## src/rtl/rv32_arb_pkg.sv

```systemverilog
// Shared definitions for the RV32 memory arbiter.
//   arb_state_e : grant state of the shared memory port
//   BE_FULL     : byte enables used for every instruction fetch
//   RUN_W       : width of the consecutive-data-grant run counter
package rv32_arb_pkg;

  typedef enum logic [1:0] {
    IDLE = 2'd0,
    IGNT = 2'd1,
    DGNT = 2'd2
  } arb_state_e;

  localparam logic [3:0]  BE_FULL = 4'hF;
  localparam int unsigned RUN_W   = 4;

endpackage

```

## src/rtl/rv32_mem_arbiter_if.sv

```systemverilog
// Bus bundle between the RV32I core (fetch port i*, load/store port d*) and
// the shared single-ported memory (m_*), waitrequest-style handshake.
//   modport slave  : arbiter view (accepts core requests, drives the memory)
//   modport master : system view (core + memory model drive requests/responses)
interface rv32_mem_arbiter_if #(
  parameter int unsigned ADDR_WIDTH = 32
);

  logic [ADDR_WIDTH-1:0] iaddress;
  logic                  iread;
  logic [31:0]           ireaddata;
  logic                  iwaitrequest;

  logic [ADDR_WIDTH-1:0] daddress;
  logic                  dread;
  logic                  dwrite;
  logic [31:0]           dwritedata;
  logic [3:0]            dbyteenable;
  logic [31:0]           dreaddata;
  logic                  dwaitrequest;

  logic [ADDR_WIDTH-1:0] m_address;
  logic                  m_read;
  logic                  m_write;
  logic [31:0]           m_writedata;
  logic [3:0]            m_byteenable;
  logic [31:0]           m_readdata;
  logic                  m_waitrequest;

  modport slave (
    input  iaddress, iread, daddress, dread, dwrite, dwritedata, dbyteenable,
           m_readdata, m_waitrequest,
    output ireaddata, iwaitrequest, dreaddata, dwaitrequest,
           m_address, m_read, m_write, m_writedata, m_byteenable
  );

  modport master (
    output iaddress, iread, daddress, dread, dwrite, dwritedata, dbyteenable,
           m_readdata, m_waitrequest,
    input  ireaddata, iwaitrequest, dreaddata, dwaitrequest,
           m_address, m_read, m_write, m_writedata, m_byteenable
  );

endinterface

```

## src/rtl/rv32_arb_stats.sv

```systemverilog
// Free-running stall-cycle counters for the memory arbiter (built only when
// RV32_MEM_ARBITER_STATS_EN is defined in the top).
//   clk, reset    : clock, synchronous active-high reset (clears both counts)
//   istall        : fetch is requesting and stalled this cycle
//   dstall        : data port is requesting and stalled this cycle
//   istall_cycles : number of istall cycles, wraps at 2^32
//   dstall_cycles : number of dstall cycles, wraps at 2^32
module rv32_arb_stats (
  input  logic        clk,
  input  logic        reset,
  input  logic        istall,
  input  logic        dstall,
  output logic [31:0] istall_cycles,
  output logic [31:0] dstall_cycles
);

  logic [31:0] icnt_q, icnt_d;
  logic [31:0] dcnt_q, dcnt_d;

  always_comb begin
    icnt_d = icnt_q + {31'b0, istall};
    dcnt_d = dcnt_q + {31'b0, dstall};
  end

  always_ff @(posedge clk) begin
    if (reset) begin
      icnt_q <= '0;
      dcnt_q <= '0;
    end else begin
      icnt_q <= icnt_d;
      dcnt_q <= dcnt_d;
    end
  end

  assign istall_cycles = icnt_q;
  assign dstall_cycles = dcnt_q;

endmodule

```

## src/rtl/rv32_mem_arbiter.sv

```systemverilog
// Shares one waitrequest-style memory between the RV32I fetch port and the
// load/store port. Data has priority; after MAX_DATA_RUN consecutive data
// grants with a fetch waiting, one fetch grant is forced. The master that
// does not own the port sees its waitrequest held high.
//   clk, reset : clock, synchronous active-high reset
//   bus        : rv32_mem_arbiter_if.slave (i*, d* core ports, m_* memory)
//   istall_cycles, dstall_cycles : stall counters, present only when the
//                macro RV32_MEM_ARBITER_STATS_EN is defined
// Parameters: ADDR_WIDTH (must match the interface), MAX_DATA_RUN (1..15).
module rv32_mem_arbiter
  import rv32_arb_pkg::*;
#(
  parameter int unsigned ADDR_WIDTH   = 32,
  parameter int unsigned MAX_DATA_RUN = 4
) (
  input logic                clk,
  input logic                reset,
  rv32_mem_arbiter_if.slave  bus
`ifdef RV32_MEM_ARBITER_STATS_EN
  ,
  output logic [31:0]        istall_cycles,
  output logic [31:0]        dstall_cycles
`endif
);

  if (MAX_DATA_RUN < 1 || MAX_DATA_RUN > 15) begin : g_bad_max_data_run
    $error("MAX_DATA_RUN must be in 1..15");
  end

  localparam logic [RUN_W-1:0] RUN_MAX = RUN_W'(MAX_DATA_RUN);

  arb_state_e            state_q, state_d;
  logic [RUN_W-1:0]      run_q, run_d;
  logic                  dreq;
  logic                  done;
  logic [ADDR_WIDTH-1:0] m_address_d;

  always_comb begin
    dreq             = bus.dread | bus.dwrite;
    done             = 1'b0;
    state_d          = state_q;
    run_d            = run_q;
    m_address_d      = '0;
    bus.m_read       = 1'b0;
    bus.m_write      = 1'b0;
    bus.m_writedata  = '0;
    bus.m_byteenable = '0;
    bus.iwaitrequest = 1'b1;
    bus.dwaitrequest = 1'b1;
    bus.ireaddata    = bus.m_readdata;
    bus.dreaddata    = bus.m_readdata;

    case (state_q)
      IGNT: begin
        m_address_d      = bus.iaddress;
        bus.m_read       = bus.iread;
        bus.m_byteenable = BE_FULL;
        bus.iwaitrequest = bus.m_waitrequest;
        // A dropped request ends the transfer just like an accepted one.
        done             = ~bus.iread | ~bus.m_waitrequest;
        if (done) run_d = '0;
      end
      DGNT: begin
        m_address_d      = bus.daddress;
        bus.m_read       = bus.dread & ~bus.dwrite;
        bus.m_write      = bus.dwrite;
        bus.m_writedata  = bus.dwritedata;
        bus.m_byteenable = bus.dbyteenable;
        bus.dwaitrequest = bus.m_waitrequest;
        done             = ~dreq | ~bus.m_waitrequest;
        if (done) begin
          if (!bus.iread)          run_d = '0;
          else if (run_q < RUN_MAX) run_d = run_q + 1'b1;
        end
      end
      default: done = 1'b1;
    endcase

    // Arbitrate with the run count already updated by this completion, so
    // the forced fetch follows exactly MAX_DATA_RUN data grants.
    if (done) begin
      if (dreq && bus.iread && run_d == RUN_MAX) state_d = IGNT;
      else if (dreq)                              state_d = DGNT;
      else if (bus.iread)                         state_d = IGNT;
      else                                        state_d = IDLE;
    end
  end

  assign bus.m_address = m_address_d;

  always_ff @(posedge clk) begin
    if (reset) begin
      state_q <= IDLE;
      run_q   <= '0;
    end else begin
      state_q <= state_d;
      run_q   <= run_d;
    end
  end

  always_ff @(posedge clk) begin
    if (!reset) begin
      assert (!(bus.dread && bus.dwrite))
        else $error("dread and dwrite asserted together");
    end
  end

`ifdef RV32_MEM_ARBITER_STATS_EN
  rv32_arb_stats u_stats (
    .clk           (clk),
    .reset         (reset),
    .istall        (bus.iread & bus.iwaitrequest),
    .dstall        (dreq & bus.dwaitrequest),
    .istall_cycles (istall_cycles),
    .dstall_cycles (dstall_cycles)
  );
`endif

endmodule
```

## src/flat_wrapper.sv

```systemverilog
// flat-port wrapper written by rule: the top's interface ports become plain ports
module rv32_mem_arbiter_flat import rv32_arb_pkg::*;
#(
  parameter int unsigned ADDR_WIDTH   = 32,
  parameter int unsigned MAX_DATA_RUN = 4
)
  (clk, reset, bus_iaddress, bus_iread, bus_daddress, bus_dread, bus_dwrite, bus_dwritedata, bus_dbyteenable, bus_m_readdata, bus_m_waitrequest, bus_ireaddata, bus_iwaitrequest, bus_dreaddata, bus_dwaitrequest, bus_m_address, bus_m_read, bus_m_write, bus_m_writedata, bus_m_byteenable);
  rv32_mem_arbiter_if #(.ADDR_WIDTH(ADDR_WIDTH)) bus_i ();
  input logic clk;
  input logic reset;
  input wire logic [$bits(bus_i.iaddress)-1:0] bus_iaddress;
  input wire logic [$bits(bus_i.iread)-1:0] bus_iread;
  input wire logic [$bits(bus_i.daddress)-1:0] bus_daddress;
  input wire logic [$bits(bus_i.dread)-1:0] bus_dread;
  input wire logic [$bits(bus_i.dwrite)-1:0] bus_dwrite;
  input wire logic [$bits(bus_i.dwritedata)-1:0] bus_dwritedata;
  input wire logic [$bits(bus_i.dbyteenable)-1:0] bus_dbyteenable;
  input wire logic [$bits(bus_i.m_readdata)-1:0] bus_m_readdata;
  input wire logic [$bits(bus_i.m_waitrequest)-1:0] bus_m_waitrequest;
  output wire logic [$bits(bus_i.ireaddata)-1:0] bus_ireaddata;
  output wire logic [$bits(bus_i.iwaitrequest)-1:0] bus_iwaitrequest;
  output wire logic [$bits(bus_i.dreaddata)-1:0] bus_dreaddata;
  output wire logic [$bits(bus_i.dwaitrequest)-1:0] bus_dwaitrequest;
  output wire logic [$bits(bus_i.m_address)-1:0] bus_m_address;
  output wire logic [$bits(bus_i.m_read)-1:0] bus_m_read;
  output wire logic [$bits(bus_i.m_write)-1:0] bus_m_write;
  output wire logic [$bits(bus_i.m_writedata)-1:0] bus_m_writedata;
  output wire logic [$bits(bus_i.m_byteenable)-1:0] bus_m_byteenable;
  assign bus_i.iaddress = bus_iaddress;
  assign bus_i.iread = bus_iread;
  assign bus_i.daddress = bus_daddress;
  assign bus_i.dread = bus_dread;
  assign bus_i.dwrite = bus_dwrite;
  assign bus_i.dwritedata = bus_dwritedata;
  assign bus_i.dbyteenable = bus_dbyteenable;
  assign bus_i.m_readdata = bus_m_readdata;
  assign bus_i.m_waitrequest = bus_m_waitrequest;
  assign bus_ireaddata = bus_i.ireaddata;
  assign bus_iwaitrequest = bus_i.iwaitrequest;
  assign bus_dreaddata = bus_i.dreaddata;
  assign bus_dwaitrequest = bus_i.dwaitrequest;
  assign bus_m_address = bus_i.m_address;
  assign bus_m_read = bus_i.m_read;
  assign bus_m_write = bus_i.m_write;
  assign bus_m_writedata = bus_i.m_writedata;
  assign bus_m_byteenable = bus_i.m_byteenable;
  rv32_mem_arbiter #(.ADDR_WIDTH(ADDR_WIDTH), .MAX_DATA_RUN(MAX_DATA_RUN)) u_core (.clk(clk), .reset(reset), .bus(bus_i));
endmodule
```

## config.mk

```make
export PLATFORM = sky130hd
export DESIGN_NAME = rv32_mem_arbiter_flat
export DESIGN_NICKNAME = d
export VERILOG_FILES = /design/src/rtl/rv32_arb_pkg.sv /design/src/rtl/rv32_mem_arbiter_if.sv /design/src/rtl/rv32_arb_stats.sv /design/src/rtl/rv32_mem_arbiter.sv /design/src/flat_wrapper.sv
export SDC_FILE = /design/constraint.sdc
export NUM_CORES = 1
export LEC_CHECK = 0
export CAP_MARGIN = 20
export CORE_AREA = 2 2 105 107
export DETAILED_ROUTE_END_ITERATION = 12
export DIE_AREA = 0 0 107 109
export SETUP_SLACK_MARGIN = 0.4
export SYNTH_ARGS = -nofsm -noshare
export SYNTH_HDL_FRONTEND = slang
export SYNTH_SLANG_ARGS = --single-unit
```

## constraint.sdc

```tcl
create_clock -name clk -period 4.3 [get_ports clk]
set_input_delay 0.43 -clock clk [delete_from_list [all_inputs] [get_ports clk]]
set_output_delay 0.43 -clock clk [all_outputs]
set_load 0.03 [all_outputs]
```

Yosys cells after proc, flatten, opt, wreduce, memory -nomap -nowiden. Cells that the tools add are included.

Reductions and logical operators: 2. Muxes and demuxes: 16. Divide/modulo/power cells: 0. Shift-type cells: 0. $mul: 0. Bitwise gates (word level): 8. $add $sub $neg: 1. Equality and inequality tests: 3. Order comparisons: 1.

Operators with widths (number): $pmux 32 s2 (1); $mux 32 (1); $mux 4 (4); $pmux 4 s2 (2); $add 4x1->4 const B (1); $eq 4x3->1 const B (1); $lt 4x3->1 const B (1); $mux 1 (4); $mux 2 (2); $not 1->1 (4); $pmux 1 s2 (2); $or 1x1->1 (3); $eq 2x1->1 const B (1); $eq 2x2->1 const B (1); $logic_and 1x1->1 (2); $and 1x1->1 (1).

Bits in writable memories: 0. Register bits: 6. Memories kept: 0. Bits in read-only memories: 0. Latch bits: 0. Output and inout port bits: 136. Logic and storage cells: 33.

Logic depth before layout (Yosys ltp). Gate-level depths: netlist (run 1).

Depth in word-level cells: 8. Depth in mapped cells: 7.

Least setup slack after synthesis (run 1). Ideal clock, no wire load.

Kind: reg2out. From: register u_core.state_q[0]. To: output bus_m_read. Cell stages (with the launch flop): 7. Data required time: 3.870 ns. Path slack: 2.196 ns. Arrival: 1.674 ns. Path through: dfxtp_1 inv_1 ha_1 buf_2 clkbuf_1 nand3b_1 a21oi_1.

Longest elaborated chain between the ends: 2. Elaborated cells on any way between the ends: 3.

Ends and longest elaborated chain: start, declared (line rv32_mem_arbiter.sv:32) `arb_state_e state_q, state_d;`; start signal, assigned (line rv32_mem_arbiter.sv:96) `state_q <= state_d;`; $eq 2x2->1 or $eq 2x1->1 (tied branches) (line rv32_mem_arbiter.sv:53) `case (state_q)`; $pmux 1 s2 (*) (line rv32_mem_arbiter.sv:53); end, declared (line flat_wrapper.sv:25) `output wire logic [$bits(bus_i.m_read)-1:0] bus_m_read;`.

Every way passes the cells marked *; elsewhere a longest branch is shown, timed or not.

Worst setup path after layout (run 1).
From: register u_core.state_q[0]. To: output bus_m_address[31].

Longest elaborated chain between the ends: 2. Elaborated cells on any way between the ends: 3.

Ends and longest elaborated chain: $eq 2x2->1 or $eq 2x1->1 (tied branches) (line rv32_mem_arbiter.sv:53); $pmux 32 s2 (*) (line rv32_mem_arbiter.sv:53); end, declared (line flat_wrapper.sv:24) `output wire logic [$bits(bus_i.m_address)-1:0] bus_m_address;`.

Marked as above.

==> impl_metrics.json, run 1 <==
{
  "cp.arrival_ns": 2.68,
  "reg2reg_depth": 7,
  "ir_drop_v": 0.000223,
  "post_cts_buffers": 0,
  "drc": 0,
  "portBuffers": 177,
  "antennaDiodeCount": 0,
  "fin_setup_tns_ns": 0,
  "routabilityCongestion": 0.737,
  "coreArea_um2": 10600,
  "cts-resized-gates": 0,
  "yosysTopAreaCell": "buf_4",
  "final_area_um2": 3100,
  "synth_nets": 384,
  "r2r_start": "u_core.state_q[0]",
  "grt_max_degree": 63,
  "synth_xor_area_share_pct": 0,
  "drtIter0Drc": 155,
  "async_flop_share_pct": 0,
  "synth_simple_gate_area_share_pct": 28.0,
  "period_minus_slack_ns": 3.11,
  "via_per_inst": 4.10,
  "cts_max_level": 1,
  "cap_violations": 0,
  "synth_top_family_by_area": "buffers and inverters",
  "end_kind": "output port",
  "rows": 38,
  "ys_seq_area_share_pct": 7.35,
  "worstSetupEndpoint": "bus_m_address[31]",
  "synth_edf_count": 0,
  "grt-ovfl-total": 0,
  "die_h_um": 109,
  "grt_pass1_vias": 1977,
  "syn_avg_cell_area_um2": 6.73,
  "final_hold_viol_count": 0,
  "area_growth_pct": 89.3,
  "worstPathRequired_ns": 3.87,
  "setup_viol": 0,
  "outcome": "completed",
  "post-route-period-util_pct": 72.3,
  "most-common-layout-cells": "clkdlybuf4s50_1, nor2_1, a22oi_1, and2_1, a21oi_1",
  "initial_utilization_pct": 15.4,
  "worst-path-max-fanout": 62,
  "relSlewSlack_pct": 35.5,
  "die_w_um": 107,
  "cts.clk_slew.worst_paths_ns": 0.04,
  "ys.flop_type": "dfxtp_1",
  "num_vias": 1988,
  "drive_gt1_share_pct": 4.93,
  "clockRootBuffer": "clkbuf_8",
  "rsz0062_at_grt": "no",
  "routedWlPerCell_um": 14.5,
  "post-route-util_pct": 29.2,
  "leakage_nw": 1.06,
  "worstReg2RegEnd": "u_core.state_q[0]",
  "cts_tree": "yes",
  "synthCells": 243,
  "insertion_delay_ns": 0.22,
  "routed_wl_mm": 7.04,
  "clock_sinks": 6,
  "dpl-instance-area_um2": 3050,
  "cts.path.max_buffers": 2,
  "nFillCells": 1125,
  "synth_compound_area_share_pct": 27.0,
  "min_path_type": "flop to flop",
  "cp-start-kind": "flop",
  "hold_buffers": 0,
  "layout.nets": 488,
  "power_density_nw_per_um2": 183,
  "power_w": 0.000568,
  "cp-startpoint": "u_core.state_q[0]",
  "ant_nets": 0,
  "synth.area.top_cells": "buf_4, a22oi_1, and2_1",
  "cts-buffers-inserted": 3,
  "io_pins": 274,
  "yosysUniqueCellTypes": 37,
  "finClkSkew_ns": 0.000278,
  "antenna_found_initial": 0,
  "synth.top_cell.area_share_pct": 29.4,
  "die-area_um2": 11700,
  "reg2reg_slack_ns": 1.90,
  "crit_type": "flop to output port",
  "drtPass1Iterations": 4,
  "tightest_slew_ns": 0.967,
  "max_freq_mhz": 322,
  "hold_ws_ns": 0.497,
  "syn_area_um2": 1640,
  "grt_pass1_wl_mm": 10.2,
  "track_usage_pct": 10.7,
  "synthAdderAreaFrac_pct": 2.30,
  "yosys_warnings": 0,
  "layout_commonest_cell": "clkdlybuf4s50_1",
  "synth_mux_area_share_pct": 0.612,
  "dp_hpwl_mm": 5.66,
  "ys_ff_latch": 6,
  "slew_violations": 0
}
## synth_stat cells, drive strengths merged, types with 2 or more instances
master  number
o21ai        3
buf         70
nor2        41
and2        33
o31ai        2
o32ai        2
a21oi       10
clkbuf      11
ha           3
inv          4
a22oi       32
nand2        5
dfxtp        6
a21o         2
a211oi       2
## critical path, stage by stage, from the launching register on
cell and delay, ns:
dfxtp_1 0.33, inv_1 0.06, ha_2 0.81, buf_4 0.31, a22oi_1 0.10, nor2_1 0.12, clkdlybuf4s50_1 0.69
## kinds of logic after synthesis
group,count (synthesis)
compound gates,60
fa+ha+maj,3
buf+inv,85
flops,6
mux,1
simple gates,88
## metal layers
metal | routed length, um | global-route usage [%] | up-vias
met5 | 0 | 0 | -
met4 | 51 | 2.60 | 0
met3 | 628 | 2.63 | 11
met2 | 3760 | 20.7 | 113
met1 | 2600 | 11.7 | 892
li1 | - | - | 972
## how the worst min path moves through the flow
stage,from,to,slack [ns],cells after the start
global placement,u_core.run_q[3],u_core.run_q[3],0.48,2
global route,u_core.run_q[3],u_core.run_q[3],0.53,2
floorplan,u_core.run_q[3],u_core.run_q[3],0.45,2
CTS,u_core.run_q[3],u_core.run_q[3],0.49,2
detailed placement,u_core.run_q[3],u_core.run_q[3],0.49,2
finish,u_core.run_q[3],u_core.run_q[3],0.50,2
## cell type report
cell class	count	area [um^2]	share of cell area [%]
timing repair buffer	180	1790	58.0
multi-input combinational	152	950	30.7
tap	140	175	5.66
sequential	6	120	3.88
clock buffer	3	41.3	1.33
inverter	4	15.0	0.485
## flip-flops by register name (all words and copies together), names as in the netlist
signal / flops
u_core.run_q: 4
u_core.state_q: 2
## metrics by stage
stage | std cells | setup slack, ns
finish | 485 | 1.19
detailed placement | 482 | 1.41
global route | 485 | 0.958
floorplan | 243 | 2.20
global placement | 482 | 1.47
CTS | 485 | 1.15
## report_power, final
| group | switching, W | internal (W) |
|---|---|---|
| clock | 0.0000245 | 0.0000602 |
| combinational | 0.000213 | 0.000210 |
| sequential | 0.00000191 | 0.0000580 |
| total | 0.000240 | 0.000328 |
Note: power is estimated with default switching activity, not from simulation.
==> run 2, diff against run 1 <==
==> constraint.sdc (replaced) <==
create_clock -name clk -period 2.6 [get_ports clk]
set_input_delay 0.26 -clock clk [delete_from_list [all_inputs] [get_ports clk]]
set_output_delay 0.26 -clock clk [all_outputs]
set_load 0.03 [all_outputs]
==> impl_metrics.json, run 2 (synthesis results as in run 1) <==
{
  "outcome": "completed",
  "cts_tree": "yes",
  "drtIter0Drc": 88,
  "rows": 38,
  "routedWlPerCell_um": 15.1,
  "io_pins": 274,
  "antennaDiodeCount": 0,
  "end_kind": "output port",
  "track_usage_pct": 10.7,
  "clock_sinks": 6,
  "reg2reg_slack_ns": 0.72,
  "post-route-period-util_pct": 83.7,
  "grt_max_degree": 40,
  "dp_hpwl_mm": 5.67,
  "ant_nets": 0,
  "layout.nets": 490,
  "worstSetupEndpoint": "bus_m_writedata[29]",
  "hp-start": "u_core.run_q[3]",
  "die_w_um": 107,
  "cp-startpoint": "u_core.state_q[0]",
  "hold_buffers": 0,
  "antenna_found_initial": 0,
  "drive_gt1_share_pct": 16.1,
  "fin_setup_tns_ns": 0,
  "cp.arrival_ns": 1.92,
  "post-route-util_pct": 28.9,
  "layout_commonest_cell": "clkdlybuf4s50_1",
  "max_freq_mhz": 459,
  "grt_pass1_wl_mm": 10.1,
  "rsz0062_at_grt": "yes",
  "initial_utilization_pct": 15.4,
  "drtPass1Iterations": 4,
  "slew_violations": 0,
  "cts-buffers-inserted": 3,
  "worstReg2RegEnd": "u_core.state_q[0]",
  "area_growth_pct": 87.3,
  "cp-start-kind": "flop",
  "ir_drop_v": 0.000336,
  "final_hold_viol_count": 0,
  "insertion_delay_ns": 0.22,
  "worstPathRequired_ns": 2.34,
  "portBuffers": 177,
  "grt-ovfl-total": 0,
  "cts_max_level": 1,
  "cap_violations": 0,
  "die_h_um": 109,
  "worstHoldPathCells": 2,
  "crit_type": "flop to output port",
  "reg2reg_depth": 7,
  "routabilityCongestion": 0.770,
  "finClkSkew_ns": 0.000560,
  "tightest_slew_ns": 0.416,
  "largest_reg_flops": 4,
  "via_per_inst": 4.18,
  "cts.clk_slew.worst_paths_ns": 0.03,
  "leakage_nw": 1.21,
  "r2r_start": "u_core.state_q[0]",
  "most-common-layout-cells": "clkdlybuf4s50_1, nor2_1, buf_4",
  "die-area_um2": 11700,
  "period_minus_slack_ns": 2.18,
  "coreArea_um2": 10600,
  "largest_register": "u_core.run_q",
  "worst-path-max-fanout": 14,
  "setup_viol": 0,
  "top_regs": "u_core.run_q (4), u_core.state_q (2)",
  "min_path_type": "flop to flop",
  "relSlewSlack_pct": 72.3,
  "num_vias": 2038,
  "power_density_nw_per_um2": 307,
  "drc": 0,
  "grt_pass1_vias": 1935,
  "routed_wl_mm": 7.37,
  "clockRootBuffer": "clkbuf_8",
  "cts.path.max_buffers": 2
}
## run 2: changes by cell type in the layout (fill, tap and decap cells not counted)
cell and delta:
ha_2 -1, dlymetal6s2s_1 +1, buf_4 +35, buf_12 +3, ha_4 +1, buf_8 +1
clkdlybuf4s50_1 -48, dlygate4sd2_1 +10
## run 2: power by group
part	total, W	switching, W	internal [W]
registers	0.0000997	0.00000380	0.0000959
clock network	0.000133	0.0000343	0.0000989
logic	0.000708	0.000363	0.000345
total	0.000941	0.000401	0.000540
## run 2: how the worst min path moves through the flow
stage                 endpoint  slack [ns]
2_1_floorplan  u_core.run_q[0]        0.33
3_3_place_gp   u_core.run_q[3]        0.48
3_5_place_dp   u_core.run_q[3]        0.49
4_1_cts        u_core.run_q[3]        0.49
5_1_grt        u_core.run_q[3]        0.52
6_report       u_core.run_q[3]        0.50
## run 2: routing by layer
layer,vias up,global-route usage [%],share of wire [%]
li1,976,-,-
met1,935,11.9,38
met2,116,20.2,52
met3,11,3.05,9.8
met4,0,2.41,0.68
met5,-,0,0
## run 2: final cells by class
class | instances | area, um^2
inverters | 4 | 15.0
flip-flops and latches | 6 | 120
fillers | 1118 | 7540
well taps | 140 | 175
repair buffers | 182 | 1750
multi-input cells | 152 | 960
clock buffers | 3 | 41.3
## run 2: timing repair
item / CTS / global route
buffers inserted: 1 / 1
cloned: 0 / 0
gates resized for setup: 12 / 3
setup endpoints to repair: 65 / 32
## run 2: stage by stage
stage	setup slack [ns]	cells	power (W)	cell area (um^2)	hold slack [ns]
2_1_floorplan	0.666	243	0.000632	1640	0.332
6_report	0.423	487	0.000941	3060	0.495
5_1_grt	0.310	487	0.00100	3060	0.516
4_1_cts	0.375	486	0.000943	3040	0.494
3_5_place_dp	0.315	482	0.000794	2990	0.488
3_3_place_gp	0.368	482	0.000792	2990	0.479
## run 2: critical path, stage by stage (launching register included)
cell and delay, ns:
dfxtp_1 0.32, inv_1 0.10, ha_4 0.23, buf_4 0.21, and2_1 0.16, clkdlybuf4s50_1 0.67
